### config.mk
export PLATFORM = sky130hd
export DESIGN_NAME = mem_bus_scheduler
export DESIGN_NICKNAME = d
export VERILOG_FILES = /design/src/rtl/mem_bus_scheduler_pkg.sv /design/src/rtl/mem_bus_scheduler_id_fifo.sv /design/src/rtl/mem_bus_scheduler.sv
export SDC_FILE = /design/constraint.sdc
export NUM_CORES = 1
export LEC_CHECK = 0
export ABC_CLOCK_PERIOD_IN_PS = 1600
export CORE_AREA = 2 2 109 111
export CTS_BUF_LIST = sky130_fd_sc_hd__clkbuf_16
export CTS_CLUSTER_DIAMETER = 60
export DETAILED_ROUTE_END_ITERATION = 10
export DIE_AREA = 0 0 111 113
export HOLD_SLACK_MARGIN = 0.08
export PLACE_DENSITY = 0.65
export SKIP_LAST_GASP = 1
export SLEW_MARGIN = 10
export SYNTH_ARGS = -nofsm -noshare
export SYNTH_HDL_FRONTEND = slang
export SYNTH_SLANG_ARGS = --single-unit
### constraint.sdc
create_clock -name clk -period 1.6 [get_ports clk]
set_input_delay 0.32 -clock clk [delete_from_list [all_inputs] [get_ports clk]]
set_output_delay 0.32 -clock clk [all_outputs]
set_load 0.01 [all_outputs]
### src/rtl/mem_bus_scheduler_pkg.sv
// Shared constants and types for the memory bus scheduler.
//   BUS_WIDTH / DATA_WIDTH / RAM_MASK_WIDTH : bus geometry
//   INST_NOP                                : ifetch data driven while no response is routed there
//   PORT_ID_IF / PORT_ID_LS                 : owner tags stored in the in-flight ID FIFO
package mem_bus_scheduler_pkg;
  localparam int BUS_WIDTH      = 32;
  localparam int DATA_WIDTH     = 32;
  localparam int RAM_MASK_WIDTH = 4;

  localparam logic [DATA_WIDTH-1:0] INST_NOP = 32'h0000_0013;

  localparam logic PORT_ID_IF = 1'b0;
  localparam logic PORT_ID_LS = 1'b1;

  // Request as presented to the shared bus.
  typedef struct packed {
    logic                      we;
    logic [BUS_WIDTH-1:0]      addr;
    logic [DATA_WIDTH-1:0]     wdata;
    logic [RAM_MASK_WIDTH-1:0] wmask;
  } bus_req_t;
endpackage

### src/rtl/mem_bus_scheduler_id_fifo.sv
// In-order owner-ID FIFO for accepted-but-unanswered bus requests.
//   clk, rst        : clock, async active-high reset (flushes the FIFO)
//   push, push_id   : enqueue an owner tag (ignored when full)
//   pop             : dequeue the head (ignored when empty)
//   head_id         : owner tag of the oldest in-flight request
//   count/full/empty: occupancy; count disambiguates full from empty
module mem_id_fifo #(
  parameter  int DEPTH = 2,
  localparam int AW    = $clog2(DEPTH),
  localparam int PW    = (AW > 0) ? AW : 1
) (
  input  logic        clk,
  input  logic        rst,
  input  logic        push,
  input  logic        push_id,
  input  logic        pop,
  output logic        head_id,
  output logic [AW:0] count,
  output logic        full,
  output logic        empty
);
  logic [DEPTH-1:0] slots;
  logic [PW-1:0]    wr_ptr, rd_ptr;
  logic             do_push, do_pop;

  // Wrap modulo DEPTH; DEPTH is a power of two but this also covers DEPTH=1.
  function automatic logic [PW-1:0] ptr_inc(input logic [PW-1:0] p);
    return (p == PW'(DEPTH-1)) ? '0 : p + 1'b1;
  endfunction

  assign full    = (count == (AW+1)'(DEPTH));
  assign empty   = (count == '0);
  assign do_push = push && !full;
  assign do_pop  = pop && !empty;
  assign head_id = slots[rd_ptr];

  always_ff @(posedge clk or posedge rst) begin
    if (rst) begin
      slots  <= '0;
      wr_ptr <= '0;
      rd_ptr <= '0;
      count  <= '0;
    end else begin
      if (do_push) begin
        slots[wr_ptr] <= push_id;
        wr_ptr        <= ptr_inc(wr_ptr);
      end
      if (do_pop) rd_ptr <= ptr_inc(rd_ptr);
      case ({do_push, do_pop})
        2'b10:   count <= count + 1'b1;
        2'b01:   count <= count - 1'b1;
        default: count <= count;
      endcase
    end
  end
endmodule

### src/rtl/mem_bus_scheduler.sv
// Arbitrates the ifetch and load/store ports onto one split-transaction bus
// (addr_ok accepts a request, data_ok returns it, strictly in order).
//   clk, rst                 : clock, async active-high reset
//   bus_hold_i               : block new grants; responses still drain
//   if_req/if_addr           : ifetch read request; if_addr_ok/if_data_ok/if_rdata back
//   ls_req/we/addr/wdata/wmask: load/store request; ls_addr_ok/ls_data_ok/ls_rdata back
//   mem_*                    : master side of the shared bus
//   outstanding_o            : in-flight request count
//   proto_err_o              : sticky, set by a response with nothing in flight
module mem_bus_scheduler
  import mem_bus_scheduler_pkg::*;
#(
  parameter  int OUTSTANDING = 2,
  parameter  int STARVE_MAX  = 4,
  localparam int ID_FIFO_AW  = $clog2(OUTSTANDING)
) (
  input  logic                      clk,
  input  logic                      rst,
  input  logic                      bus_hold_i,
  input  logic                      if_req,
  input  logic [BUS_WIDTH-1:0]      if_addr,
  output logic                      if_addr_ok,
  output logic                      if_data_ok,
  output logic [DATA_WIDTH-1:0]     if_rdata,
  input  logic                      ls_req,
  input  logic                      ls_we,
  input  logic [BUS_WIDTH-1:0]      ls_addr,
  input  logic [DATA_WIDTH-1:0]     ls_wdata,
  input  logic [RAM_MASK_WIDTH-1:0] ls_wmask,
  output logic                      ls_addr_ok,
  output logic                      ls_data_ok,
  output logic [DATA_WIDTH-1:0]     ls_rdata,
  output logic                      mem_req,
  output logic                      mem_we,
  output logic [BUS_WIDTH-1:0]      mem_addr,
  output logic [DATA_WIDTH-1:0]     mem_wdata,
  output logic [RAM_MASK_WIDTH-1:0] mem_wmask,
  input  logic                      mem_addr_ok,
  input  logic                      mem_data_ok,
  input  logic [DATA_WIDTH-1:0]     mem_rdata,
  output logic [ID_FIFO_AW:0]       outstanding_o,
  output logic                      proto_err_o
);
  localparam int SW = $clog2(STARVE_MAX + 1);

  logic [SW-1:0] starve_cnt;
  logic          allowed, starved, gnt_if, gnt_ls;
  logic          push, pop, head_id, fifo_full, fifo_empty;
  bus_req_t      bus_req;

  mem_id_fifo #(.DEPTH(OUTSTANDING)) u_id_fifo (
    .clk     (clk),
    .rst     (rst),
    .push    (push),
    .push_id (gnt_ls ? PORT_ID_LS : PORT_ID_IF),
    .pop     (pop),
    .head_id (head_id),
    .count   (outstanding_o),
    .full    (fifo_full),
    .empty   (fifo_empty)
  );

  // Grants are gated by rst so every handshake output reads 0 while reset
  // is held, even if the requesters keep driving. The full check uses the
  // registered count: a pop in the same cycle does not reopen the bus.
  assign allowed = !rst && !bus_hold_i && !fifo_full;
  assign starved = (starve_cnt == SW'(STARVE_MAX));
  assign gnt_if  = allowed && if_req && (starved || !ls_req);
  assign gnt_ls  = allowed && ls_req && !gnt_if;

  always_comb begin
    bus_req = '0;
    if (gnt_ls) begin
      bus_req.we    = ls_we;
      bus_req.addr  = ls_addr;
      bus_req.wdata = ls_wdata;
      bus_req.wmask = ls_wmask;
    end else if (gnt_if) begin
      bus_req.addr  = if_addr;
    end
  end

  assign mem_req    = gnt_if || gnt_ls;
  assign mem_we     = bus_req.we;
  assign mem_addr   = bus_req.addr;
  assign mem_wdata  = bus_req.wdata;
  assign mem_wmask  = bus_req.wmask;

  assign if_addr_ok = gnt_if && mem_addr_ok;
  assign ls_addr_ok = gnt_ls && mem_addr_ok;
  assign push       = mem_req && mem_addr_ok;

  // Responses come back in acceptance order, so the FIFO head names the owner.
  assign pop        = !rst && mem_data_ok && !fifo_empty;
  assign if_data_ok = pop && (head_id == PORT_ID_IF);
  assign ls_data_ok = pop && (head_id == PORT_ID_LS);
  assign if_rdata   = if_data_ok ? mem_rdata : INST_NOP;
  assign ls_rdata   = ls_data_ok ? mem_rdata : '0;

  // Counts cycles ifetch waits while asking; frozen during bus hold.
  always_ff @(posedge clk or posedge rst) begin
    if (rst) begin
      starve_cnt <= '0;
    end else if (!bus_hold_i) begin
      if (!if_req || if_addr_ok) starve_cnt <= '0;
      else if (!starved)         starve_cnt <= starve_cnt + 1'b1;
    end
  end

  always_ff @(posedge clk or posedge rst) begin
    if (rst)                            proto_err_o <= 1'b0;
    else if (mem_data_ok && fifo_empty) proto_err_o <= 1'b1;
  end
endmodule
======== Yosys cells after proc, flatten, opt, wreduce, memory -nomap -nowiden ========
Index checks and enable logic that the tools add are counted.
storage, ports and cells
  register bits after elaboration ......... 10
  input port bits ......................... 140
  logic and storage cells ................. 68
operators by class
  $add $sub $neg .......................... 5
  magnitude comparators ................... 3
  equal/unequal tests ..................... 5
  multiplexer cells ....................... 17
  bitwise logic cells ..................... 2
  reduce and logical (&&, ||, !) cells .... 30
operator list
  operator                                                     count
  two-way mux 32 bit                                           4
  two-way mux 36 bit                                           1
  logical AND 1 bit                                            17
  logical NOT 1 bit                                            7
  two-way mux 1 bit                                            7
  two-way mux 3 bit                                            2
  equality test 2 bit (second input constant)                  2
  less-than comparator 1 x 2 -> 1 bit (second input constant)  2
  one-hot mux 2 bit (2 select lines)                           1
  adder 3 x 1 -> 3 bit (second input constant)                 1
  equality test 3 bit (second input constant)                  1
  logical OR 1 bit                                             3
  adder 1 bit (second input constant)                          2
  adder 2 x 1 -> 2 bit (second input constant)                 1
  bitwise mux 2 bit                                            1
  equality test 2 x 1 -> 1 bit (second input constant)         1
  logical NOT 2 bit                                            1
  inequality test 2 x 1 -> 1 bit (second input constant)       1
  inverter 1 bit                                               2
  AND reduction 2 bit                                          1
  nonzero test 2 bit                                           1
  subtractor 2 x 1 -> 2 bit (second input constant)            1
  demux 1 bit (select 1 bit)                                   1
  greater-or-equal comparator 1 bit (second input constant)    1

======== Longest topological paths before layout ========
Gate-level depths: netlist (run 1).
  word-level depth ........................ 12
  mapped depth ............................ 8
  mapped depth without buffers ............ 7

======== Hierarchy ========
A second synthesis (run 1) with hierarchy kept.
second synthesis, totals
  cells, all modules ...................... 213
  area, all modules ....................... 1637.8 um^2
by module, submodules not included
  module             instances  cells an instance  area each (um^2)  seq. area each (um^2)
  mem_bus_scheduler  1          189                1351.3            100.1
  mem_id_fifo        1          24                 286.5             150.1

======== Least setup slack after synthesis (run 1) ========
Ideal clock, no wire load.
  path kind ............................... reg-to-output
  from .................................... register starve_cnt[0]
  to ...................................... output port mem_wdata[11]
  arrival ................................. 1376 ps
  data required time ...................... 1280 ps
  slack ................................... -96 ps
  cell stages (with the launch flop) ...... 8
  path buffers ............................ 2
  cell sequence ........................... dfrtp_1 inv_1 ha_1 nand3_2 and2_4 buf_6 buf_6 and3_1
between the ends
  word-level cells in the longest chain between the ends .. 6
ends and longest elaborated chain
  element                 line                      RTL
  start, declared         mem_bus_scheduler.sv:46   logic [SW-1:0] starve_cnt;
  start signal, assigned  mem_bus_scheduler.sv:106  else if (!starved) starve_cnt <= starve_cnt + 1'b1;
  equality test 3 bit     mem_bus_scheduler.sv:67   assign starved = (starve_cnt == SW'(STARVE_MAX));
  logical OR 1 bit        mem_bus_scheduler.sv:68   assign gnt_if = allowed && if_req && (starved || !ls_req);
  logical AND 1 bit       mem_bus_scheduler.sv:68
  logical NOT 1 bit       mem_bus_scheduler.sv:69   assign gnt_ls = allowed && ls_req && !gnt_if;
  logical AND 1 bit       mem_bus_scheduler.sv:69
  two-way mux 36 bit      mem_bus_scheduler.sv:73   if (gnt_ls) begin
  end, declared           mem_bus_scheduler.sv:36   output logic [DATA_WIDTH-1:0] mem_wdata,
Every way passes these cells.

======== Worst setup path after layout (run 1) ========
  from .................................... register u_id_fifo.count[1]
  to ...................................... output port ls_addr_ok
between the ends
  word-level cells in the longest chain between the ends .. 8
  elaborated cells between the ends (all ways) .. 9
ends and longest elaborated chain
  element                          line                             RTL
  start, declared                  mem_bus_scheduler_id_fifo.sv:18  output logic [AW:0] count,
  start signal, assigned           mem_bus_scheduler_id_fifo.sv:50  2'b10: count <= count + 1'b1;
  start signal, assigned           mem_bus_scheduler_id_fifo.sv:51  2'b01: count <= count - 1'b1;
  start signal, assigned           mem_bus_scheduler_id_fifo.sv:52  default: count <= count;
  equality test 2 bit *            mem_bus_scheduler_id_fifo.sv:31  assign full = (count == (AW+1)'(DEPTH));
  logical NOT 1 bit *              mem_bus_scheduler.sv:66          assign allowed = !rst && !bus_hold_i && !fifo_full;
  logical AND 1 bit *              mem_bus_scheduler.sv:66
  logical AND 1 bit (2 in series)  mem_bus_scheduler.sv:68
  logical NOT 1 bit                mem_bus_scheduler.sv:69
  logical AND 1 bit *              mem_bus_scheduler.sv:69
  logical AND 1 bit *              mem_bus_scheduler.sv:90          assign ls_addr_ok = gnt_ls && mem_addr_ok;
  end, declared                    mem_bus_scheduler.sv:30          output logic ls_addr_ok,
Every way passes the cells marked *; elsewhere a longest branch is shown, timed or not.

==> metrics.log, run 1 <==
INFO  metric result_of_the_run = complete, but fails checks
INFO  metric violations = setup timing
INFO  metric routedWlPerCell = around 21 microns
INFO  metric max-slew-margin-rel = 0.7892
INFO  metric ir_worst_vdd = 737.1 uV
INFO  metric syn_inst = a little under 300
INFO  metric finalMaxSlewViolations = 0
INFO  metric worst_r2r_startpoint = u_id_fifo.count[1]
INFO  metric buffer_ports.inserted = 280
INFO  metric final_net_count = roughly 800
INFO  metric timing.critical_path.fanout_max = 4
INFO  metric arrival = roughly 1700 ps
INFO  metric final-hold-violation-count = 0
INFO  metric insertion_delay = around 250 ps
INFO  metric ys_types = 34
INFO  metric min_path_type = primary input to asynchronous set/reset pin
INFO  metric start_util = 0.1729
INFO  metric fmax = ~0.5 GHz
INFO  metric final_min_period_over_clock_period = 1.250
INFO  metric vias_per_cell = 5.008
INFO  metric routed_wl = 16.67 mm
INFO  metric place_ws = -864.3 ps
INFO  metric die_area = 12,540 sq um
INFO  metric worst-r2r-setup-slack = -180 ps
INFO  metric clkSlewWorstSetupHoldPaths = 40 ps
INFO  metric worst_r2r_path_depth = 10
INFO  metric gpl.final_weighted_congestion = 0.8354
INFO  metric core_region_area = about 11,000 sq um
INFO  metric drive_above_1_share = 0.6242
INFO  metric remaining_drc_errors = 0
INFO  metric worstSetupPathType = flop to primary output
INFO  metric synth_fp_nets = approximately 440
INFO  metric total_of_flip_flops_plus_latches_after_synthesis = 10
INFO  metric timing.critical_path.required = between 1000 and 1500 ps
INFO  metric setup_ws = -399.3 ps
INFO  metric mapped_cell_area = about 1900 sq um
INFO  metric grt_pass1_wl = around 24 mm
INFO  metric avgSynthCellArea = 6.542 sq um
INFO  metric detailedRoute.firstIterationViolations = 96
INFO  metric via_count = about 4,000
INFO  metric finalPower = between 6 and 7 mW
INFO  metric cts.root.buffer_cell = clkbuf_16
INFO  metric dp_hpwl = roughly 9.6 mm
INFO  metric cts_max_path_buffers = 2
INFO  metric skew = about 4.8 ps
INFO  metric die_w = 111 microns
INFO  metric pwr_density_cell = around 900 nW/um^2
INFO  metric number_of_ports_placed_on_the_die_boundary = between 200 and 300
INFO  metric rr_endpoint = u_id_fifo.count[1]
INFO  metric grt_max_degree = 33
INFO  metric static-leakage-power = between 3 and 4 nW
INFO  metric synth_warnings = 0
INFO  metric category_of_the_worst_setup_path_launch_point = flop
INFO  metric synth_sequential_area_ratio = 0.1284
INFO  metric overflow = 0
INFO  metric timing.final.crit_period = 1999 ps
INFO  metric die_h = about 110 microns
INFO  metric first_global_vias = 4,182
INFO  metric initial_antenna_violation_count = 1
INFO  metric first_pass_drt_iterations = 4
INFO  metric tightest_slew = 316.2 ps
INFO  metric syn_to_final_growth = 255.4%
INFO  metric maxCapViolCount = 0
INFO  metric groute.usage.overall = 0.2375
INFO  metric cts_made_buffers = 3
INFO  metric grt_setup_unrepaired = yes
INFO  metric clock_sinks = 10
INFO  metric cts.hold.buffers_added = 0
INFO  metric setup_viol = 140
INFO  metric ant_nets = 0
INFO  metric htreeDepth = 1
INFO  metric worst_setup_path_end_kind = primary output
INFO  metric clock_tree_from_tritoncts = built
INFO  metric rows = 39
==> cell families after synthesis <==
logic type	synth area share
AND/OR/NAND/NOR	0.5764
buffers and inverters	0.1104
AO/OA/AOI/OAI	0.1322
flip-flops	0.1284
XOR/XNOR	0.02246
adder cells (fa/ha/maj)	0.01926
multiplexers	0.01091
==> cell type report <==
class	instances	area (sq um)
inverters	6	35.03
fillers	921	4344
clock inverters	1	3.754
flip-flops and latches	10	254.0
well taps	143	178.9
diodes	1	2.502
repair buffers	383	4098
multi-input cells	249	2281
clock buffers	3	75.07
==> worst max-delay path, cell delays in order, from the launching register on <==
cell and delay (ps):
dfrtp_2 430, buf_6 130, nand2b_4 70, and2_4 180, buf_12 140, buf_12 110
buf_6 90, and3_4 180, buf_6 100
==> sequential cells by signal, indices dropped and copies added, names as in the netlist <==
name / count
proto_err_o: 1
u_id_fifo.wr_ptr: 1
u_id_fifo.slots: 2
starve_cnt: 3
u_id_fifo.rd_ptr: 1
u_id_fifo.count: 2
==> worst max-delay path by stage <==
stage / from / end / slack, ps
floorplan: starve_cnt[1] / mem_wdata[11] / -10
global placement: if_req / mem_wdata[1] / -830
detailed placement: if_req / mem_wdata[1] / -860
CTS: starve_cnt[0] / mem_addr[12] / -450
global route: starve_cnt[0] / mem_addr[30] / -470
finish: u_id_fifo.count[1] / ls_addr_ok / -400
==> what timing repair did <==
action / CTS / global route
endpoints found under the setup margin: 141 / 144
pin swaps: 70 / 41
resized for setup: 710 / 159
buffers inserted: 48 / 12
cloned: 24 / 4
==> layout by cell type, fill, tap and decap left out, types with 2 or more instances in the layout <==
master / synthesis / layout
and3_4: 0 / 94
or3_1: 3 / 3
nand3_2: 1 / 5
a22o_1: 2 / 2
clkbuf_16: 0 / 6
a21oi_2: 0 / 32
xnor2_1: 4 / 2
nand4b_1: 2 / 2
inv_2: 1 / 3
buf_4: 0 / 38
and3_1: 100 / 6
dfrtp_1: 10 / 7
nor2_2: 1 / 3
dlymetal6s2s_1: 0 / 2
xnor2_2: 0 / 2
nor2_4: 0 / 3
dlygate4sd2_1: 0 / 6
and4_1: 2 / 2
nand3_1: 64 / 59
clkdlybuf4s50_1: 0 / 134
a41oi_1: 4 / 4
buf_6: 3 / 129
inv_1: 5 / 2
and2_4: 2 / 6
a21oi_1: 34 / 2
buf_8: 0 / 7
nand3_4: 0 / 2
ha_4: 0 / 2
mux2_4: 0 / 2
buf_2: 19 / 40
buf_16: 0 / 9
buf_12: 0 / 14
and2_1: 2 / 2
dfrtp_2: 0 / 3
==> report_power, final <==
group	total, mW	internal (mW)	switching [mW]
combinational	5.38	3.24	2.15
clock	0.463	0.329	0.133
sequential	0.471	0.355	0.117
==> synthesized netlist by cell type <==
cell type,count,area [sq um]
a21bo_1,1,10.01
a21o_1,1,7.510
a21oi_1,34,170.2
a22o_1,2,17.52
a311oi_1,1,8.760
a32oi_1,1,8.760
a41oi_1,4,35.03
and2_1,2,12.51
and2_4,2,17.52
and3_1,100,625.6
and4_1,2,17.52
buf_1,2,7.510
buf_2,19,95.09
buf_6,3,33.78
clkbuf_1,15,56.30
dfrtp_1,10,250.2
ha_1,3,37.54
inv_1,5,18.77
inv_2,1,3.750
mux2_2,1,11.26
mux2i_1,1,10.01
nand2_1,2,7.510
nand2b_4,1,13.76
nand3_1,64,320.3
nand3_2,1,10.01
nand3b_1,1,7.510
nand3b_4,1,20.02
nand4b_1,2,17.52
nor2_1,6,22.52
nor2_2,1,6.260
nor2b_1,1,6.260
or3_1,3,18.77
xnor2_1,4,35.03
xor2_1,1,8.760
==> per-stage QoR <==
stage	hold WS, ps	TNS, ps	cell area, sq um	utilization	std cells
floorplan	191.6	-416.2	2092	-	298
global placement	438.8	-101210	5268	0.4673	720
detailed placement	443.6	-105070	5268	0.4673	720
CTS	303.6	-47490	6410	0.5687	793
global route	315.0	-51520	6928	0.6146	796
finish	291.0	-43450	6928	0.6146	796
==> metal layers <==
| layer | wire length (microns) | share of wire | GRT usage |
|---|---|---|---|
| met4 | 550 | 0.033 | 0.07083 |
| met3 | 1157 | 0.069 | 0.05196 |
| met2 | 9027 | 0.54 | 0.4798 |
| met5 | 0 | 0 | 0 |
| met1 | 5935 | 0.36 | 0.2423 |
Note: power is estimated with default switching activity, not from simulation.
==> run 2, diff against run 1 <==
- PLACE_DENSITY: 0.65 -> 0.7
- SLEW_MARGIN: 10 -> 20
==> run 2 against run 1 <==
Compared with the run above: the flow still finishes with violations (setup timing); utilization fell by 2.1 points; register-to-register slack barely moved; worst setup slack improved by 6.2 ps; non-clock buffer count fell by 8; design area fell by 3.4%; critical path depth fell by 3; sequential power barely moved; via count fell by 2.6%; maximum frequency rose by 0.31%; clock power fell by 2%; routed wire length fell by 12%; largest cell class unchanged; highest routed layer unchanged.
==> metrics.log, run 2 (synthesis gave the netlist of run 1 again) <==
INFO  metric grt_max_degree = 31
INFO  metric timing.critical_path.fanout_max = 30
INFO  metric p_sw = about 2.0 mW
INFO  metric final-hold-violation-count = 0
INFO  metric post-route-util = 0.5934
INFO  metric clock_sinks = 10
INFO  metric layout_common_cells = clkdlybuf4s50_1, buf_6, and3_4
INFO  metric cts.root.buffer_cell = clkbuf_16
INFO  metric remaining_drc_errors = 0
INFO  metric syn_to_final_growth = 243.1%
INFO  metric worst_r2r_startpoint = u_id_fifo.count[1]
INFO  metric final_net_count = 789
INFO  metric finalPower = 5.308 mW
INFO  metric worst_r2r_path_depth = 10
INFO  metric maxCapViolCount = 0
INFO  metric hold-worst-slack = roughly 290 ps
INFO  metric buffer_ports.inserted = between 200 and 300
INFO  metric first_global_vias = 3,922
INFO  metric clkSlewWorstSetupHoldPaths = 40 ps
INFO  metric grt_setup_unrepaired = yes
INFO  metric die_w = 111 microns
INFO  metric p_seq_frac = 0.089
INFO  metric num_antenna_cells = 0
INFO  metric design_area = around 6700 sq um
INFO  metric max-slew-margin-rel = 0.8066
INFO  metric number_of_ports_placed_on_the_die_boundary = about 280
INFO  metric start_util = 0.1729
INFO  metric dp_hpwl = 9.155 mm
INFO  metric place_ws = -838.0 ps
INFO  metric min_path_type = primary input to asynchronous set/reset pin
INFO  metric post-place-cells = between 700 and 800
INFO  metric tightest_slew = 286.4 ps
INFO  metric cts_made_buffers = 3
INFO  metric skew = between 1 and 1.5 ps
INFO  metric detailedRoute.firstIterationViolations = roughly 200
INFO  metric cts_max_path_buffers = 2
INFO  metric max_flop_register = starve_cnt
INFO  metric fmax = around 0.5 GHz
INFO  metric drive_above_1_share = 0.5829
INFO  metric timing.final.crit_period = ~2000 ps
INFO  metric final-instance-count-excl-fill = between 700 and 800
INFO  metric ant_nets = 0
INFO  metric via_count = 3,881
INFO  metric die_area = 12,540 sq um
INFO  metric fin_setup_tns = -45,920 ps
INFO  metric worst_setup_path_end_kind = primary output
INFO  metric pwr_density_cell = between 700 and 800 nW/um^2
INFO  metric category_of_the_worst_setup_path_launch_point = flop
INFO  metric dpl-instance-area = 5293 sq um
INFO  metric rr_endpoint = u_id_fifo.count[1]
INFO  metric worstSetupPathType = flop to primary output
INFO  metric insertion_delay = 240 ps
INFO  metric initial_antenna_violation_count = 0
INFO  metric rows = 39
INFO  metric worst-r2r-setup-slack = -180 ps
INFO  metric static-leakage-power = 3.101 nW
INFO  metric finalMaxSlewViolations = 0
INFO  metric groute.usage.overall = 0.1994
INFO  metric power.share.clock = 0.086
INFO  metric htreeDepth = 1
INFO  metric largest_register_ff_count = 3
INFO  metric top_regs = starve_cnt (3), u_id_fifo.count (2), u_id_fifo.slots (2)
INFO  metric grt_pass1_wl = around 21 mm
INFO  metric internal_power = 3.264 mW
INFO  metric core_region_area = approximately 11,000 sq um
INFO  metric routedWlPerCell = between 15 and 20 microns
INFO  metric setup_viol = around 140
INFO  metric result_of_the_run = complete, but fails checks
INFO  metric violations = setup timing
INFO  metric final_min_period_over_clock_period = 1.246
INFO  metric switching_share = 0.3851
INFO  metric cts.hold.buffers_added = 0
INFO  metric vias_per_cell = ~4.9
INFO  metric die_h = roughly 110 microns
INFO  metric setup_ws = -393.1 ps
INFO  metric gpl.final_weighted_congestion = 0.9492
INFO  metric ir_worst_vdd = just under 700 uV
INFO  metric timing.critical_path.required = between 1000 and 1500 ps
INFO  metric first_pass_drt_iterations = 4
INFO  metric combPwrFrac = 0.825
INFO  metric clock_tree_from_tritoncts = built
INFO  metric routed_wl = ~15 mm
INFO  metric arrival = between 1500 and 2000 ps
INFO  metric layout.cells.most_common = clkdlybuf4s50_1
INFO  metric overflow = 0
## run 2: changes by cell type in the layout (fill, tap and decap cells not counted), sizes merged
| cell | delta |
|---|---|
| nand3 | -1 |
| inv | +1 |
| clkbuf | +4 |
| buf | -30 |
| clkdlybuf4s15 | +1 |
| clkdlybuf4s50 | +1 |
| clkinv | -1 |
| bufbuf | +1 |
| and2 | +2 |
| diode | -1 |
| dlygate4sd2 | +15 |
## run 2: power groups by stage
stage          Sequential [mW]  Combinational (mW)  Clock [mW]
2_1_floorplan            0.463                1.21           0
3_3_place_gp             0.441                2.80           0
3_5_place_dp             0.445                2.87           0
4_1_cts                  0.459                3.62       0.463
5_1_grt                  0.491                4.61       0.477
6_report                 0.473                4.38       0.455
## run 2: timing repair
action | CTS | global route
gates resized for setup | 646 | 111
pin swaps | 59 | 28
buffers inserted | 31 | 7
cloned | 16 | 9
setup endpoints to repair | 142 | 145
## run 2: worst max path at each step
stage                           from             to  slack, ps  cells after the start
detailed placement            ls_req     if_addr_ok       -840                      6
floorplan              starve_cnt[1]  mem_wdata[11]        -10                      7
CTS                 u_id_fifo.rd_ptr   if_rdata[10]       -380                      5
finish              u_id_fifo.rd_ptr   if_rdata[11]       -390                      5
global route        u_id_fifo.rd_ptr   if_rdata[21]       -450                      5
global placement              ls_req     if_addr_ok       -830                      6
## run 2: layer usage
metal | track usage | vias up | wire [microns]
met5 | 0 | - | 0
met1 | 0.2147 | 1794 | 5326
met2 | 0.3681 | 235 | 7665
met4 | 0.08750 | 0 | 547
met3 | 0.05249 | 43 | 1175
li1 | - | 1809 | -
## run 2: final cells by class
cell class                      count  area (sq um)
Clock inverter                      1         3.754
Multi-Input combinational cell    250          2291
Timing Repair Buffer              375          3857
Clock buffer                        3         75.07
Inverter                            6         30.03
Tap cell                          143         178.9
Sequential cell                    10         252.7
Fill cell                         951          4583
## run 2: critical path: stages, from the launching register on
cell and delay, ps:
dfrtp_1 380, buf_4 150, mux2i_2 250, buf_12 190
and3_1 180, dlygate4sd2_1 270
